**config.mk**
```make
export PLATFORM = sky130hd
export DESIGN_NAME = key_gesture_det
export DESIGN_NICKNAME = d
export VERILOG_FILES = /design/src/rtl/key_gesture_pkg.sv /design/src/rtl/key_debounce.sv /design/src/rtl/key_gesture_det.sv
export SDC_FILE = /design/constraint.sdc
export NUM_CORES = 1
export LEC_CHECK = 0
export CORE_AREA = 2 2 183 185
export CTS_CLUSTER_SIZE = 30
export DETAILED_ROUTE_END_ITERATION = 12
export DIE_AREA = 0 0 185 187
export PLACE_DENSITY = 0.66
export SLEW_MARGIN = 15
export SYNTH_ARGS = -nofsm -noshare
export SYNTH_HDL_FRONTEND = slang
export SYNTH_SLANG_ARGS = --single-unit
export TNS_END_PERCENT = 50
```
**constraint.sdc**
```tcl
create_clock -name sys_clk -period 3.3 [get_ports sys_clk]
set_input_delay 0.33 -clock sys_clk [delete_from_list [all_inputs] [get_ports sys_clk]]
set_output_delay 0.33 -clock sys_clk [all_outputs]
set_load 0.005 [all_outputs]
```
**src/rtl/key_gesture_pkg.sv**
```systemverilog
// Shared state encoding and ms-to-cycle helper for the key gesture detector.
// ST_LONG_HELD exists only when KEY_GESTURE_LONG_PRESS_EN is defined.
package key_gesture_pkg;

`ifdef KEY_GESTURE_LONG_PRESS_EN
  typedef enum logic [1:0] {
    ST_IDLE      = 2'd0,
    ST_PRESSED   = 2'd1,
    ST_GAP       = 2'd2,
    ST_LONG_HELD = 2'd3
  } kg_state_e;
`else
  typedef enum logic [1:0] {
    ST_IDLE    = 2'd0,
    ST_PRESSED = 2'd1,
    ST_GAP     = 2'd2
  } kg_state_e;
`endif

  function automatic int unsigned ms_to_cyc(input int unsigned clk_hz, input int unsigned ms);
    return (clk_hz / 32'd1000) * ms;
  endfunction

endpackage

```
**src/rtl/key_debounce.sv**
```systemverilog
// One key channel front end: 2-flop synchroniser plus a stable-time debounce counter.
// press_o/release_o are high in the cycle before level_o changes.
module key_debounce #(
  parameter int unsigned DB_CYC = 20
) (
  input  logic sys_clk,
  input  logic sys_rst_n,
  input  logic key_i,
  output logic level_o,
  output logic press_o,
  output logic release_o
);

  localparam int unsigned DB_W = $clog2(DB_CYC) + 1;

  logic            sync1_q;
  logic            sync2_q;
  logic            level_q;
  logic            level_d;
  logic [DB_W-1:0] cnt_q;
  logic [DB_W-1:0] cnt_d;
  logic            differ;
  logic            flip;

  assign differ = (sync2_q != level_q);
  // The terminal differing cycle flips the level instead of advancing the counter.
  assign flip   = differ && (cnt_q >= DB_W'(DB_CYC - 1));

  always_comb begin
    cnt_d   = '0;
    level_d = level_q;
    if (flip) begin
      level_d = ~level_q;
    end else if (differ) begin
      cnt_d = (cnt_q != '1) ? cnt_q + DB_W'(1) : cnt_q;
    end
  end

  always_ff @(posedge sys_clk or negedge sys_rst_n) begin
    if (!sys_rst_n) begin
      sync1_q <= 1'b1;
      sync2_q <= 1'b1;
      level_q <= 1'b1;
      cnt_q   <= '0;
    end else begin
      sync1_q <= key_i;
      sync2_q <= sync1_q;
      level_q <= level_d;
      cnt_q   <= cnt_d;
    end
  end

  assign level_o   = level_q;
  assign press_o   = flip & level_q;
  assign release_o = flip & ~level_q;

endmodule

```
**src/rtl/key_gesture_det.sv**
```systemverilog
// Multi-key gesture detector: per-key debounce feeding a click/gap FSM per channel.
// Long-press detection is built only when KEY_GESTURE_LONG_PRESS_EN is defined.
module key_gesture_det
  import key_gesture_pkg::*;
#(
  parameter int unsigned  NUM_KEYS    = 4,
  parameter int unsigned  CLK_FREQ_HZ = 50_000_000,
  parameter int unsigned  DEBOUNCE_MS = 20,
  parameter int unsigned  GAP_MS      = 300,
  parameter int unsigned  LONG_MS     = 1000,
  parameter int unsigned  MAX_CLICKS  = 3,
  localparam int unsigned CW          = $clog2(MAX_CLICKS + 1)
) (
  input  logic                   sys_clk,
  input  logic                   sys_rst_n,
  input  logic [NUM_KEYS-1:0]    key_in,
  output logic [NUM_KEYS-1:0]    key_level,
  output logic [NUM_KEYS-1:0]    evt_valid,
  output logic [NUM_KEYS*CW-1:0] evt_clicks,
  output logic [NUM_KEYS-1:0]    evt_long
);

  localparam int unsigned DB_CYC  = ms_to_cyc(CLK_FREQ_HZ, DEBOUNCE_MS);
  localparam int unsigned GAP_CYC = ms_to_cyc(CLK_FREQ_HZ, GAP_MS);
  localparam int unsigned GAP_W   = $clog2(GAP_CYC) + 1;
`ifdef KEY_GESTURE_LONG_PRESS_EN
  localparam int unsigned LONG_CYC = ms_to_cyc(CLK_FREQ_HZ, LONG_MS);
  localparam int unsigned LONG_W   = $clog2(LONG_CYC) + 1;
`endif

  logic [NUM_KEYS-1:0] press;
  logic [NUM_KEYS-1:0] rel;

  for (genvar gi = 0; gi < NUM_KEYS; gi++) begin : g_ch
    kg_state_e        state_q;
    logic [CW-1:0]    clicks_q;
    logic [GAP_W-1:0] gap_q;
    logic             ev_q;
    logic [CW-1:0]    ev_clicks_q;
    logic             ev_long_q;
`ifdef KEY_GESTURE_LONG_PRESS_EN
    logic [LONG_W-1:0] hold_q;
`endif

    key_debounce #(
      .DB_CYC(DB_CYC)
    ) u_db (
      .sys_clk  (sys_clk),
      .sys_rst_n(sys_rst_n),
      .key_i    (key_in[gi]),
      .level_o  (key_level[gi]),
      .press_o  (press[gi]),
      .release_o(rel[gi])
    );

    always_ff @(posedge sys_clk or negedge sys_rst_n) begin
      if (!sys_rst_n) begin
        state_q     <= ST_IDLE;
        clicks_q    <= '0;
        gap_q       <= '0;
        ev_q        <= 1'b0;
        ev_clicks_q <= '0;
        ev_long_q   <= 1'b0;
`ifdef KEY_GESTURE_LONG_PRESS_EN
        hold_q      <= '0;
`endif
      end else begin
        ev_q <= 1'b0;
        case (state_q)
          ST_IDLE: begin
            if (press[gi]) begin
              state_q  <= ST_PRESSED;
              clicks_q <= CW'(1);
`ifdef KEY_GESTURE_LONG_PRESS_EN
              hold_q   <= '0;
`endif
            end
          end
          ST_PRESSED: begin
            if (rel[gi]) begin
              if (clicks_q == CW'(MAX_CLICKS)) begin
                ev_q        <= 1'b1;
                ev_clicks_q <= clicks_q;
                ev_long_q   <= 1'b0;
                state_q     <= ST_IDLE;
              end else begin
                state_q <= ST_GAP;
                gap_q   <= '0;
              end
            end
`ifdef KEY_GESTURE_LONG_PRESS_EN
            else if (clicks_q == CW'(1) && hold_q >= LONG_W'(LONG_CYC - 1)) begin
              ev_q        <= 1'b1;
              ev_clicks_q <= CW'(1);
              ev_long_q   <= 1'b1;
              state_q     <= ST_LONG_HELD;
            end else if (hold_q != '1) begin
              hold_q <= hold_q + LONG_W'(1);
            end
`endif
          end
          ST_GAP: begin
            // A press landing on the expiry cycle continues the gesture.
            if (press[gi]) begin
              state_q  <= ST_PRESSED;
              clicks_q <= clicks_q + CW'(1);
`ifdef KEY_GESTURE_LONG_PRESS_EN
              hold_q   <= '0;
`endif
            end else if (gap_q >= GAP_W'(GAP_CYC - 1)) begin
              ev_q        <= 1'b1;
              ev_clicks_q <= clicks_q;
              ev_long_q   <= 1'b0;
              state_q     <= ST_IDLE;
            end else if (gap_q != '1) begin
              gap_q <= gap_q + GAP_W'(1);
            end
          end
`ifdef KEY_GESTURE_LONG_PRESS_EN
          ST_LONG_HELD: begin
            if (rel[gi]) begin
              state_q <= ST_IDLE;
            end
          end
`endif
          default: state_q <= ST_IDLE;
        endcase
      end
    end

    assign evt_valid[gi]            = ev_q;
    assign evt_clicks[gi*CW +: CW]  = ev_clicks_q;
    assign evt_long[gi]             = ev_long_q;
  end

endmodule

```
### Word level (Yosys, flattened, before mapping)

Cells that the tools add are included.

* equality and inequality tests: 68
* bitwise logic cells: 12
* $lt $le $gt $ge: 8
* reduce and logical (&&, ||, !) cells: 32
* add/sub/neg operators: 12
* multiplexer cells: 128

Operator list (count)
* two-way mux 25 bit: 20
* two-way mux 21 bit: 12
* case mux 25 bit (2 select lines): 4
* adder 25 x 1 -> 25 bit (second input constant): 4
* greater-or-equal comparator 25 x 24 -> 1 bit (second input constant): 4
* != test 25 bit (second input constant): 4
* adder 21 x 1 -> 21 bit (second input constant): 4
* greater-or-equal comparator 21 x 20 -> 1 bit (second input constant): 4
* != test 21 bit (second input constant): 4
* two-way mux 2 bit: 40
* != test 2 bit (second input constant): 24
* two-way mux 1 bit: 32
* case mux 2 bit (2 select lines): 8
* != test 2 x 1 -> 1 bit (second input constant): 12
* case mux 2 bit (3 select lines): 4
* AND reduction 3 bit: 8
* AND reduction 6 bit: 4
* AND reduction 5 bit: 4
* equality test 2 bit (second input constant): 8
* case mux 1 bit (2 select lines): 8
* nonzero test 2 bit: 8
* != test 3 x 2 -> 1 bit (second input constant): 4
* != test 3 bit (second input constant): 4
* adder 2 x 1 -> 2 bit (second input constant): 4
* 6 further kinds: 28

* output and inout port bits: 20
* register bits: 228
* input bits: 6

### Longest topological paths before layout

Gate-level depths: netlist of run 1.

* depth after elaboration: 5
* mapped depth: 12
* gate-level depth less buffers: 9

### Hierarchy

From an unflattened synthesis of run 1, not the netlist that was laid out.

* cell total of the unflattened synthesis: 1402
* area total of the unflattened synthesis: 12852.3 µm²

By module, submodules not included
* key_gesture_det: cells each 882, seq. area each 3203.1 µm², area each 7882.6 µm², instances 1
* key_debounce: cells each 130, seq. area each 604.3 µm², area each 1242.4 µm², instances 4

### Worst setup path before layout of run 1

Ideal clock, no wire load.

* path kind: flip-flop to flip-flop
* start point: register g_ch[1].u_db.cnt_q[0]
* end point: register g_ch[1].gap_q[10]
* period minus slack after synthesis: 2.694 ns
* arrival time: 2.558 ns
* setup time: 0.135 ns
* setup slack: 0.606 ns
* stages on the path, launching flop included: 11
* path through: dfrtp_1 ha_1 and3_1 and4_1 a2111o_1 a21o_1 a311oi_2 or2_0 buf_2 buf_2 o311ai_1

* longest elaborated chain between the ends: 5
* elaborated cells between the ends (all ways): 7
* classes of those cells: 1 x order compare; 2 x eq/ne; 2 x bitwise; 2 x reduce/logical

Ends and longest elaborated chain
* start, declared: RTL line key_debounce.sv:20 `logic [DB_W-1:0] cnt_q;`
* start signal, assigned: RTL line key_debounce.sv:49 `cnt_q <= cnt_d;`
* greater-or-equal comparator 21 x 20 -> 1 bit (*): RTL line key_debounce.sv:27 `assign flip = differ && (cnt_q >= DB_W'(DB_CYC - 1));`
* logical AND 1 bit (*): RTL line key_debounce.sv:27
* bitwise AND 1 bit (on tied branches): RTL line key_debounce.sv:54, key_debounce.sv:55
* != test 2 bit (no line) or != test 2 x 1 -> 1 bit (tied branches)
* AND reduction 6 bit (no line) (*)
* end signal, assigned: RTL line key_gesture_det.sv:116 `gap_q <= gap_q + GAP_W'(1);`
* end, declared: RTL line key_gesture_det.sv:37 `logic [GAP_W-1:0] gap_q;`

Every way passes the cells marked *; elsewhere a longest branch is shown, timed or not.
A chain may end at the register's enable or synchronous reset.

### Worst setup path after layout of run 1

* start point: register g_ch[0].u_db.cnt_q[10]
* end point: register g_ch[0].ev_clicks_q[1]

* longest elaborated chain between the ends: 5
* elaborated cells between the ends (all ways): 7
* classes of those cells: 1 x order compare; 2 x eq/ne; 2 x bitwise; 2 x reduce/logical

Ends and longest elaborated chain
* start, declared: RTL line key_debounce.sv:20
* start signal, assigned: RTL line key_debounce.sv:49
* greater-or-equal comparator 21 x 20 -> 1 bit (*): RTL line key_debounce.sv:27
* logical AND 1 bit (*): RTL line key_debounce.sv:27
* bitwise AND 1 bit (on tied branches): RTL line key_debounce.sv:54, key_debounce.sv:55
* != test 2 bit (no line) or != test 2 x 1 -> 1 bit (tied branches)
* AND reduction 5 bit (no line) (*)
* end signal, assigned: RTL line key_gesture_det.sv:83 `ev_clicks_q <= clicks_q;`
* end signal, assigned: RTL line key_gesture_det.sv:112 `ev_clicks_q <= clicks_q;`
* end, declared: RTL line key_gesture_det.sv:39 `logic [CW-1:0] ev_clicks_q;`

Marks and branches as above.

==> results by stage, run 1 <==
Run status:
- The run finished with clean final reports.

Timing:
- The final setup skew is between 15 and 20 ps.
- The relative max-transition margin is 0.476.
- For the pin with the worst max-slew slack, the measured transition is roughly 780 ps.
- Setup slack on the critical path of the routed design comes to 423 ps.
- The setup total negative slack is 0 ps.
- Setup repair after global routing left no endpoint under its margin.
- For this run, the top clock speed supported by timing is 0.348 GHz.
- The share of the cycle needed by the critical path after routing is 0.872.
- The clock period could shrink to 2880 ps.
- Setup violations remaining at the end of the flow were counted as 0.
- The final hold violation count was 0.
- The number of max-slew violations in the final report is 0.

Placement:
- Summed over all nets, the half-perimeter wirelength after detailed placement is 17600 microns.
- The port buffer count is 21.
- At the end of routability-driven placement, the weighted congestion stood at 0.834.
- The minimum setup slack after placement is approximately 450 ps.
- Including well taps, the total number of placed cells is 1872.

Final layout:
- Measured on the finished design, the core utilization comes to 0.441.
- The share of cells above drive strength 1 is 0.0781.
- For this run, the post-layout net count is 1487.
- The number of antenna diodes in the final layout is 0.
- The count of cells in the finished layout, fillers not included, comes to roughly 1900.
- The area growth from synthesis to layout is 12.4%.

Clock tree:
- Clock-pin slew was measured on the worst setup and hold paths at 60 ps.
- The number of clock buffers added by TritonCTS is 26.
- The clock reaches the later pin of the worst-skew pair after 540 ps.
- The cell sitting at the root of the clock tree is a sky130_fd_sc_hd__clkbuf_16.
- The maximum level of the CTS H-tree is 1.
- The TritonCTS clock tree is done.
- The clock net sink count is 224.
- No sink is reached through more buffers than the 3 on the longest clock path.

Synth:
- A synthesized cell averages 8.93 sq um.
- By area the synthesized netlist is led by sky130_fd_sc_hd__dfrtp_1 41%, sky130_fd_sc_hd__nand3_1 5.6%, sky130_fd_sc_hd__nand2_1 4.8%.
- After synthesis the netlist holds a flip-flop and latch count of 224.
- The count of distinct cell types in the synthesized netlist is 80.
- The prevailing post-synth register cell is sky130_fd_sc_hd__dfrtp_1.
- The synthesized design contains 0 enable-type register cells.
- The number of instances in the synthesized netlist is 1443.
- The share of synthesized area occupied by flip-flops and latches is 0.436.
- The async set-reset flop share out of synthesis is 1.00.
- The count of warnings emitted by yosys is 0.
- The share of synthesized area in the top cell type comes to 0.411.
- Summing every instance area after synthesis gives approximately 13000 sq um.
- sky130_fd_sc_hd__dfrtp_1 takes more of the synthesized area than any other cell.

Detailed routing:
- Wires add up to approximately 27000 microns.
- The final routed DRC violation total is 0.
- After the first detailed-routing iteration, the DRC count stood at a little over 700.
- The pre-antenna-repair detailed-routing pass consisted of 6 iterations.
- The via-per-instance ratio is 5.57.
- The number of nets still failing antenna checks after routing is 0.
- Dividing the detail-routed wire length by the instance count gives 14.0 microns.
- The via total after detailed routing is between 10000 and 15000.

Setup path:
- Counting cells, the worst reg-to-reg path comes to 7.
- The classification of the worst setup path is reg -> reg.
- The maximum fanout along the worst path is 8.
- The timing startpoint of the critical path is g_ch[0].u_db.cnt_q[10].
- The critical path endpoint is g_ch[0].ev_clicks_q[1].
- STA puts the critical path data required time at between 3000 and 4000 ps.
- The worst setup path is launched from a flop.
- The endpoint identified for the worst register-to-register timing path is g_ch[0].ev_clicks_q[1].
- The worst register-to-register path has a setup slack of around 420 ps.
- The launch instance of the worst register-to-register path is g_ch[0].u_db.cnt_q[10].
- The data arrival time of the critical path is 3300 ps.
- The endpoint type of the worst setup path is a flop.

Die:
- The region available for standard cell placement spans 32900 sq um.
- The die is ~190 microns wide.
- The die boundary height is 187 microns.
- Row generation in the floorplan step produced 67 rows.
- For this configuration, the core starts out at a cell density of 0.392.
- The number of I/O pins is 26.
- The total die area is around 35000 sq um.

Global route:
- The final global-route overflow total is 0.
- The first global-routing pass estimated 47200 microns of wire.
- The initial antenna violation count is 0.
- The number of global-route vias before repair is approximately 10000.
- For this run, the total global-route usage over all layers was measured as 0.156.
- The maximum number of pins on one net before global-route repair is 86.

Power and ir drop:
- The ratio of total power to cell area is 560 nW/um^2.
- Power comes to roughly 8 mW.
- The worst vdd rail ir drop is 0.000500 V.
- The leakage power is between 5 and 6 nW.

Flow run:
- The number of max-cap violations is 0.

Hold path:
- The class of the worst hold path is in -> reg.
## worst max-delay path, cell delays in order, from the launching register on
cell	delay [ps]
sky130_fd_sc_hd__dfrtp_1	440
sky130_fd_sc_hd__or3_1	440
sky130_fd_sc_hd__or3_1	400
sky130_fd_sc_hd__o221ai_2	200
sky130_fd_sc_hd__a21oi_1	210
sky130_fd_sc_hd__o31a_1	290
sky130_fd_sc_hd__nor3_1	390
sky130_fd_sc_hd__mux2_2	390
## layer usage
| layer | share of wire | vias to the layer above | track usage |
|---|---|---|---|
| met5 | 0 | - | 0 |
| met4 | 0.016 | 0 | 0.0394 |
| met3 | 0.030 | 38 | 0.0197 |
| met2 | 0.47 | 119 | 0.264 |
| met1 | 0.48 | 5214 | 0.213 |
| li1 | - | 5317 | - |
## power breakdown
| group | switching, mW | total (mW) | internal (mW) |
|---|---|---|---|
| sequential | 0.164 | 3.09 | 2.93 |
| combinational | 1.30 | 2.04 | 0.745 |
| clock | 1.14 | 2.98 | 1.84 |
## worst min-delay path by stage
stage               slack [ps]                 start                    to  cells past startpoint
floorplan                   30             sys_rst_n   g_ch[0].clicks_q[0]                      0
global placement           350  g_ch[1].u_db.sync1_q  g_ch[1].u_db.sync2_q                      0
detailed placement         350  g_ch[3].u_db.sync1_q  g_ch[3].u_db.sync2_q                      0
CTS                        180             key_in[1]  g_ch[1].u_db.sync1_q                      1
global route               200             key_in[0]  g_ch[0].u_db.sync1_q                      1
finish                     210             key_in[1]  g_ch[1].u_db.sync1_q                      1
## cell type report
cell class / count / area (sq um)
Fill cell: 3228 / 18400
Multi-Input combinational cell: 1098 / 6750
Sequential cell: 224 / 5620
Clock buffer: 37 / 763
Tap cell: 448 / 561
Timing Repair Buffer: 50 / 473
Inverter: 53 / 199
Clock inverter: 10 / 131
## layout by cell type (no fill, tap or decap), drive strengths merged, types with 37 or more instances in the layout
cell type  count
nor3          50
inv           54
nand2        164
o211ai        41
nor2         122
o21ai         48
clkbuf        37
nand4         42
and3          52
dfrtp        212
nand3        145
## cells in the mapped netlist (19+ instances only)
master and count:
sky130_fd_sc_hd__dfrtp_1 212, sky130_fd_sc_hd__nand2_1 164, sky130_fd_sc_hd__nand3_1 145, sky130_fd_sc_hd__nor2_1 122, sky130_fd_sc_hd__inv_1 53, sky130_fd_sc_hd__and3_1 52, sky130_fd_sc_hd__nor3_1 50, sky130_fd_sc_hd__o21ai_0 48
sky130_fd_sc_hd__clkbuf_1 47, sky130_fd_sc_hd__nand4_1 41, sky130_fd_sc_hd__o211ai_1 40, sky130_fd_sc_hd__xor2_1 36, sky130_fd_sc_hd__ha_1 28, sky130_fd_sc_hd__a21oi_1 22, sky130_fd_sc_hd__nand2b_1 22, sky130_fd_sc_hd__nand3b_1 21
sky130_fd_sc_hd__o221ai_1 21, sky130_fd_sc_hd__nor4_1 20, sky130_fd_sc_hd__and4_1 19
## cells by family (layout without fill, tap and decap cells)
group | Yosys count | after routing | synth area share
and+or+nand+nor | 739 | 739 | 0.299
adders and majority gates | 28 | 28 | 0.0272
other | 1 | 8 | 0.000291
xor gates and xnor gates | 53 | 53 | 0.0360
muxes | 18 | 18 | 0.0152
DFF | 224 | 224 | 0.436
AOI/OAI and AO/OA | 252 | 252 | 0.143
buffers and inverters | 128 | 150 | 0.0429
## through the flow
| stage | instance area, sq um | hold WS [ps] |
|---|---|---|
| floorplan | 12900 | 34.4 |
| global placement | 13600 | 346 |
| detailed placement | 13600 | 347 |
| CTS | 14500 | 181 |
| global route | 14500 | 197 |
| finish | 14500 | 207 |
## state kept, by name, summed over array words and instances, names as in the netlist, 8 cells and up
signal	flops
g_ch.clicks_q	8
g_ch.ev_clicks_q	8
g_ch.gap_q	100
g_ch.state_q	8
g_ch.u_db.cnt_q	84
## what timing repair did
action / CTS / global route
resized for setup: 0 / 0
hold buffers: 1 / 0
buffers inserted: 0 / 0
endpoints found under the hold margin: 81 / 0
endpoints found under the setup margin: 0 / 0
(Power assumes the default switching activity.)
==> run 2: changes to the inputs <==
Settings changed: CORE_AREA 2 2 183 185 to 2 2 155 218, DIE_AREA 0 0 185 187 to 0 0 157 220, SETUP_SLACK_MARGIN set to 0.1.
==> results by stage, run 2 (synthesized netlist as in run 1, its figures left out) <==
Die:
- The region available for standard cell placement spans 32700 sq um.
- In this run the core area contains 79 standard-cell rows.
- The number of I/O pins is 26.
- The starting density of the core is 0.394.
- The die is between 150 and 200 microns wide.
- The die boundary height is 220 microns.
- The total die area is 34500 sq um.

Clock tree:
- The CTS root buffer is sky130_fd_sc_hd__clkbuf_16.
- The later pin in the worst-skew pair is clocked with a latency of 550 ps.
- The TritonCTS clock tree is done.
- The maximum level of the CTS H-tree is 1.
- The number of buffers added for setup after CTS is 0.
- The tree built by TritonCTS fans out to 224 sinks.
- The number of CTS-inserted buffers is 25.
- No sink is reached through more buffers than the 3 on the longest clock path.
- Clock-pin slew was measured on the worst setup and hold paths at 60 ps.

Power and ir drop:
- For this design the ratio of total power to cell area is between 500 and 600 nW/um^2.
- The leakage power is 5.92 nW.
- The completed layout was analyzed and its total power is 7.87 mW.
- VDD sags by at most 0.000396 V.

Setup path:
- The classification of the worst setup path is reg -> reg.
- The critical path's slowest cell is sky130_fd_sc_hd__dfrtp_1.
- The count of buffer and inverter cells on the critical path is 3.
- The timing startpoint of the critical path is g_ch[3].u_db.cnt_q[12].
- Walking the worst path, the cells encountered are or3_1, nor4_1, a2111oi_0, buf_4, a21oi_1, a32oi_1, buf_4, and2_1, buf_4, a211o_1.
- The most prevalent standard cell on the critical path is sky130_fd_sc_hd__buf_4.
- The worst register-to-register path has a setup slack of 360 ps.
- The cell class contributing the biggest share of worst-path delay is compound AO/OA/AOI/OAI gates.
- The data required time of the critical path is 3720 ps.
- The endpoint identified for the worst register-to-register timing path is g_ch[3].gap_q[22].
- The depth of the worst register-to-register path is 10.
- The startpoint class of the critical path is a flop.
- On the worst path, the slowest cell contributes a delay of 410 ps.
- The data arrival time of the critical path is 3360 ps.
- In this run the critical register-to-register path is launched from g_ch[3].u_db.cnt_q[12].
- The worst setup path is captured at a flop.
- Along the worst path, the maximum fanout reaches 29.

Global route:
- The all-layer global routing usage is 0.161.
- Entering global routing, the biggest net connects 83 pins.
- After global routing the overflow that remains totals 0.
- The first global-routing pass estimated approximately 48000 microns of wire.
- The initial antenna violation count is 0.
- The number of global-route vias before repair came to 10361.

Detailed routing:
- Before antenna repair, the detailed router went through 5 iterations.
- The routed length per placed instance is between 10 and 15 microns.
- The number of nets still failing antenna checks after routing is 0.
- The initial detailed-routing violation count is 640.
- The total routed wirelength is approximately 27000 microns.
- The final route contains 10637 vias.
- The final routed DRC violation total is 0.
- In the routed layout, each cell is associated on average with a via count of approximately 5.6.

Timing:
- The worst pin sits at a relative slew slack of 0.563.
- The share of the cycle needed by the critical path after routing is 0.890.
- Hold is met by approximately 190 ps.
- The number of max-slew violations in the final report is 0.
- The actual slew at the worst max-slew pin is 652 ps.
- The post-layout minimum cycle time is 2940 ps.
- Derived from the worst setup path, the maximum achievable clock frequency is 0.340 GHz.
- The setup total negative slack is 0 ps.
- The final hold violation count is 0.
- The final setup skew is 23.5 ps.
- Setup repair after global routing could not meet its margin everywhere.
- The setup violation total in the final timing report is 0.

Hold path:
- In this run the most critical hold path is launched from key_in[1].
- Counting instances, the worst hold path has a depth of 1.
- The tightest min-delay check is of the in -> reg type.
- The endpoint of the worst hold path is g_ch[1].u_db.sync1_q.

Run status:
- The flow ran to the end, and the final reports show no timing, DRC or antenna violations.

Final layout:
- In the final layout, the registers with the most flip-flops are g_ch.gap_q x100, g_ch.u_db.cnt_q x84.
- Fill cells in the final layout number 3172.
- The number of nets at the end of the flow is 1482.
- Measured on the finished design, the core utilization comes to 0.439.
- Excluding fillers, the count of instances in the completed layout stands at 1912.
- The count of inserted antenna diode cells is 0.
- The register with the most flip-flops in the layout has 100 of them.
- In the final layout, the share of cells above drive strength 1 is 0.0723.
- Leaving out fill and tap cells, the most frequent cell in the layout is sky130_fd_sc_hd__dfrtp_1.
- The top cell types in the final layout, fill and taps aside, are 212 x sky130_fd_sc_hd__dfrtp_1, 164 x sky130_fd_sc_hd__nand2_1, 145 x sky130_fd_sc_hd__nand3_1.
- Ranked by flip-flop count, first place goes to g_ch.gap_q.
- The layout overhead on the synthesized area is 11.5%.

Placement:
- The count of placed standard cells including taps is 1865.
- The port buffer count is 21.
- The routability-driven placement congestion ratio is 0.846.
- The HPWL after detailed placement is 18000 microns.

Flow run:
- Max-cap violations in this run came to 0.
[run 2: changes by cell type in the layout (fill, tap and decap cells not counted)]
cell                        change
sky130_fd_sc_hd__bufinv_16      -1
sky130_fd_sc_hd__clkbuf_8       -2
sky130_fd_sc_hd__a211oi_2       +1
sky130_fd_sc_hd__clkinv_2       -1
sky130_fd_sc_hd__a211oi_1       -1
sky130_fd_sc_hd__clkbuf_16      -2
sky130_fd_sc_hd__buf_4          -4
sky130_fd_sc_hd__clkbuf_1       +5
[run 2: final cells by class]
type | count | area (sq um) | area share
tap | 445 | 557 | 0.0387
clock inverter | 8 | 96.3 | 0.00670
multi-input combinational | 1098 | 6750 | 0.470
clock buffer | 38 | 704 | 0.0490
sequential | 224 | 5620 | 0.391
inverter | 53 | 199 | 0.0138
timing repair buffer | 46 | 443 | 0.0308
[run 2: per-stage QoR]
| step | cell area (sq um) | setup slack (ps) |
|---|---|---|
| after global routing | 14400 | 97.2 |
| after floorplan | 12900 | 606 |
| after CTS | 14400 | 348 |
| after detailed placement | 13600 | 383 |
| final | 14400 | 362 |
| after global placement | 13600 | 436 |
[run 2: timing repair]
item | 4_1_cts | 5_1_grt
gates resized for setup | 0 | 1
hold endpoints to repair | 75 | 0
hold buffers | 1 | 0
endpoints found under the setup margin | 0 | 5
[run 2: how the worst max path moves through the flow]
stage / cells past startpoint / end / slack, ps
6_report: 10 / g_ch[3].gap_q[22] / 360
3_3_place_gp: 10 / g_ch[3].gap_q[22] / 440
3_5_place_dp: 10 / g_ch[3].gap_q[22] / 380
5_1_grt: 10 / g_ch[3].gap_q[22] / 100
2_1_floorplan: 10 / g_ch[1].gap_q[10] / 610
4_1_cts: 9 / g_ch[3].gap_q[17] / 350
[run 2: layer usage]
layer,up-vias,wire length [microns],GRT usage
met5,-,0,0
met3,45,667,0.0187
met1,5160,11800,0.197
met4,0,642,0.0575
met2,129,14000,0.292
li1,5303,-,-
[run 2: report_power, final]
group          total, mW  switching, mW  internal [mW]
logic               2.01           1.29          0.726
clock network       2.77           1.14           1.63
registers           3.09          0.163           2.93
==> run 3: changes to the inputs <==
Settings changed: CORE_AREA 2 2 155 218 to 2 2 139 195, DIE_AREA 0 0 157 220 to 0 0 141 197, PLACE_DENSITY 0.66 to 0.77.
==> results by stage, run 3 (synthesized netlist as in run 1, its figures left out) <==
Final layout:
- At the end of the flow, the number of nets in the layout was 1485.
- The largest registers in the layout are g_ch.gap_q x100, g_ch.u_db.cnt_q x84.
- The largest register by flop count is g_ch.gap_q.
- The library cells used most frequently in the layout, excluding fill and tap cells, are 212 x sky130_fd_sc_hd__dfrtp_1, 164 x sky130_fd_sc_hd__nand2_1, 145 x sky130_fd_sc_hd__nand3_1.
- The register with the most flip-flops in the layout has 100 of them.
- The utilization of the core after routing is 0.551.
- The number of antenna diodes in the final layout is 0.
- From synthesis to final layout, the design area changed by 11.2%.
- The number of filler cells placed in the layout is 2260.
- Leaving out fill and tap cells, the most frequent cell in the layout is sky130_fd_sc_hd__dfrtp_1.
- In the final layout, the share of cells above drive strength 1 is 0.0783.

Setup path:
- The worst register-to-register path begins at g_ch[3].u_db.cnt_q[12].
- The critical path's slowest cell is sky130_fd_sc_hd__a211oi_1.
- Of all nets on the critical path, the largest fanout is 19.
- For the worst setup path, the data required time is 3690 ps.
- The startpoint class of the critical path is a flop.
- The signal on the critical path passes through or3_1, nor4_1, a2111oi_0, a211oi_1, o211a_4, and2_1, buf_4, o221ai_1.
- The worst register-to-register path has a depth of 8.
- The largest single stage delay on the critical path is 560 ps.
- In this run the register-to-register setup slack is 370 ps.
- The worst setup path is of the reg -> reg kind.
- Together, buffers and inverters on the worst path number 1.
- The worst register-to-register path ends at g_ch[3].gap_q[3].
- The cell class contributing the biggest share of worst-path delay is compound AO/OA/AOI/OAI gates.
- At the worst endpoint, the arrival time is 3320 ps.
- STA classifies the critical path endpoint as a flop.

Timing:
- The worst hold-check slack is 202 ps.
- The achievable frequency is 0.341 GHz.
- The final hold violation count is 0.
- The post-layout minimum cycle time is 2930 ps.
- The least setup slack across all paths after layout is 370 ps.
- Setup repair after global routing left no endpoint under its margin.
- The number of max-slew violations in the final report is 0.
- Measured against its own limit, the worst slew margin works out to 0.493.
- For the final database, setup skew stands at 18.9 ps.
- The share of the cycle needed by the critical path after routing is 0.888.
- At the pin with the least slew margin, the transition time is around 760 ps.
- Setup violations remaining at the end of the flow were counted as 0.
- Setup total negative slack on the finished layout was measured at 0 ps.

Detailed routing:
- The initial detailed-routing violation count is 882.
- The number of nets still failing antenna checks after routing is 0.
- The number of detailed-route iterations in the first pass is 6.
- Dividing the detail-routed via count by the number of cells gives about 6.1.
- Summing over every cut layer, the via total after detailed routing is 10891.
- Dividing the detail-routed wire length by the instance count gives 15.1 microns.
- Wires add up to 27000 microns.
- For this run, design rule violations remaining after detail routing come to 0.

Hold path:
- The class of the worst hold path is in -> reg.
- In this run the most critical hold path is launched from key_in[2].
- The worst hold path terminates at g_ch[2].u_db.sync1_q.
- The cell depth of the worst hold path is 1.

Die:
- The starting density of the core is 0.496.
- The die covers between 20000 and 30000 sq um.
- From left edge to right edge, the die measures 141 microns.
- The core region is 26000 sq um.
- The die is between 150 and 200 microns tall.
- Row generation in the floorplan step produced 70 rows.
- The number of I/O pins is 26.

Placement:
- The wire-length estimate of the detail-placed layout is 17600 microns.
- The minimum setup slack after placement is between 200 and 300 ps.
- The routability-driven placement congestion ratio is 0.829.
- The port buffer count is 21.

Clock tree:
- The maximum level of the CTS H-tree is 1.
- The maximum buffer depth of the clock tree is 3.
- TritonCTS built the clock tree.
- After clock tree synthesis, the clock-pin slew on the worst setup and hold paths is 60 ps.
- Clock latency on the worst-skew pair, taken at its later pin, is 540 ps.
- The number of buffers added for setup after CTS is 0.
- The number of CTS-inserted buffers is 24.
- The cell sitting at the root of the clock tree is a sky130_fd_sc_hd__clkbuf_16.
- The clock net sink count is 224.

Global route:
- The number of global-route vias before repair is 10676.
- The final global-route overflow total is 0.
- The initial antenna violation count is 0.
- The global-route wire length before repair is ~47000 microns.
- The maximum number of pins on one net before global-route repair is 88.
- For this run, the total global-route usage over all layers was measured as 0.196.

Run status:
- The run finished with clean final reports.

Power and ir drop:
- The leakage power is 5.97 nW.
- Overall power consumption after layout is estimated at 8.12 mW.
- The worst-case IR drop observed on VDD is 0.000428 V.
- For this design the ratio of total power to cell area is 567 nW/um^2.

Flow run:
- The tool flagged a number of max-cap violations equal to 0.
run 3: cell count changes in the layout (fill, tap and decap cells not counted), sizes merged:
cell	change
clkbuf	-8
buf	+4
bufinv	+3
clkinv	+2
clkinvlp	+1
inv	-1
run 3: through the flow:
step	instance area [sq um]	instances
2_1_floorplan	12900	1450
3_3_place_gp	13400	1748
3_5_place_dp	13400	1748
4_1_cts	14300	1792
5_1_grt	14300	1792
6_report	14300	1792
run 3: routing by layer:
layer / track usage / part of all wire
met5: 0 / 0
met3: 0.0262 / 0.032
met4: 0.0619 / 0.017
met1: 0.240 / 0.43
met2: 0.356 / 0.52
run 3: where the power goes:
part | internal, mW | switching [mW] | leakage (nW)
clock | 1.82 | 1.14 | 0.424
combinational | 0.770 | 1.30 | 2.51
sequential | 2.93 | 0.162 | 3.04
run 3: cell type report:
class	instances	area, sq um	share of cell area
Sequential cell	224	5620	0.392
Inverter	53	199	0.0139
Timing Repair Buffer	50	485	0.0339
Clock buffer	30	663	0.0463
Tap cell	324	405	0.0283
Multi-Input combinational cell	1098	6750	0.471
Clock inverter	13	210	0.0147
run 3: worst max-delay path by stage:
stage,startpoint,end,slack (ps),cells past startpoint
2_1_floorplan,g_ch[1].u_db.cnt_q[0],g_ch[1].gap_q[10],610,10
3_3_place_gp,g_ch[3].u_db.cnt_q[12],g_ch[3].gap_q[1],410,8
3_5_place_dp,g_ch[3].u_db.cnt_q[12],g_ch[3].gap_q[3],290,8
4_1_cts,g_ch[3].u_db.cnt_q[12],g_ch[3].gap_q[1],260,8
5_1_grt,g_ch[3].u_db.cnt_q[12],g_ch[3].gap_q[2],180,8
6_report,g_ch[3].u_db.cnt_q[12],g_ch[3].gap_q[3],370,8
run 3: worst reg2reg max path, stage by stage (launching register included):
cell and delay (ps):
sky130_fd_sc_hd__dfrtp_1 420, sky130_fd_sc_hd__or3_1 410, sky130_fd_sc_hd__nor4_1 300, sky130_fd_sc_hd__a2111oi_0 220
sky130_fd_sc_hd__a211oi_1 560, sky130_fd_sc_hd__o211a_4 360, sky130_fd_sc_hd__and2_1 200, sky130_fd_sc_hd__buf_4 200
sky130_fd_sc_hd__o221ai_1 130
run 3: timing repair:
| item | CTS | global route |
|---|---|---|
| gates resized for setup | 0 | 2 |
| hold endpoints to repair | 78 | 0 |
| hold buffers | 1 | 0 |
| endpoints found under the setup margin | 0 | 24 |
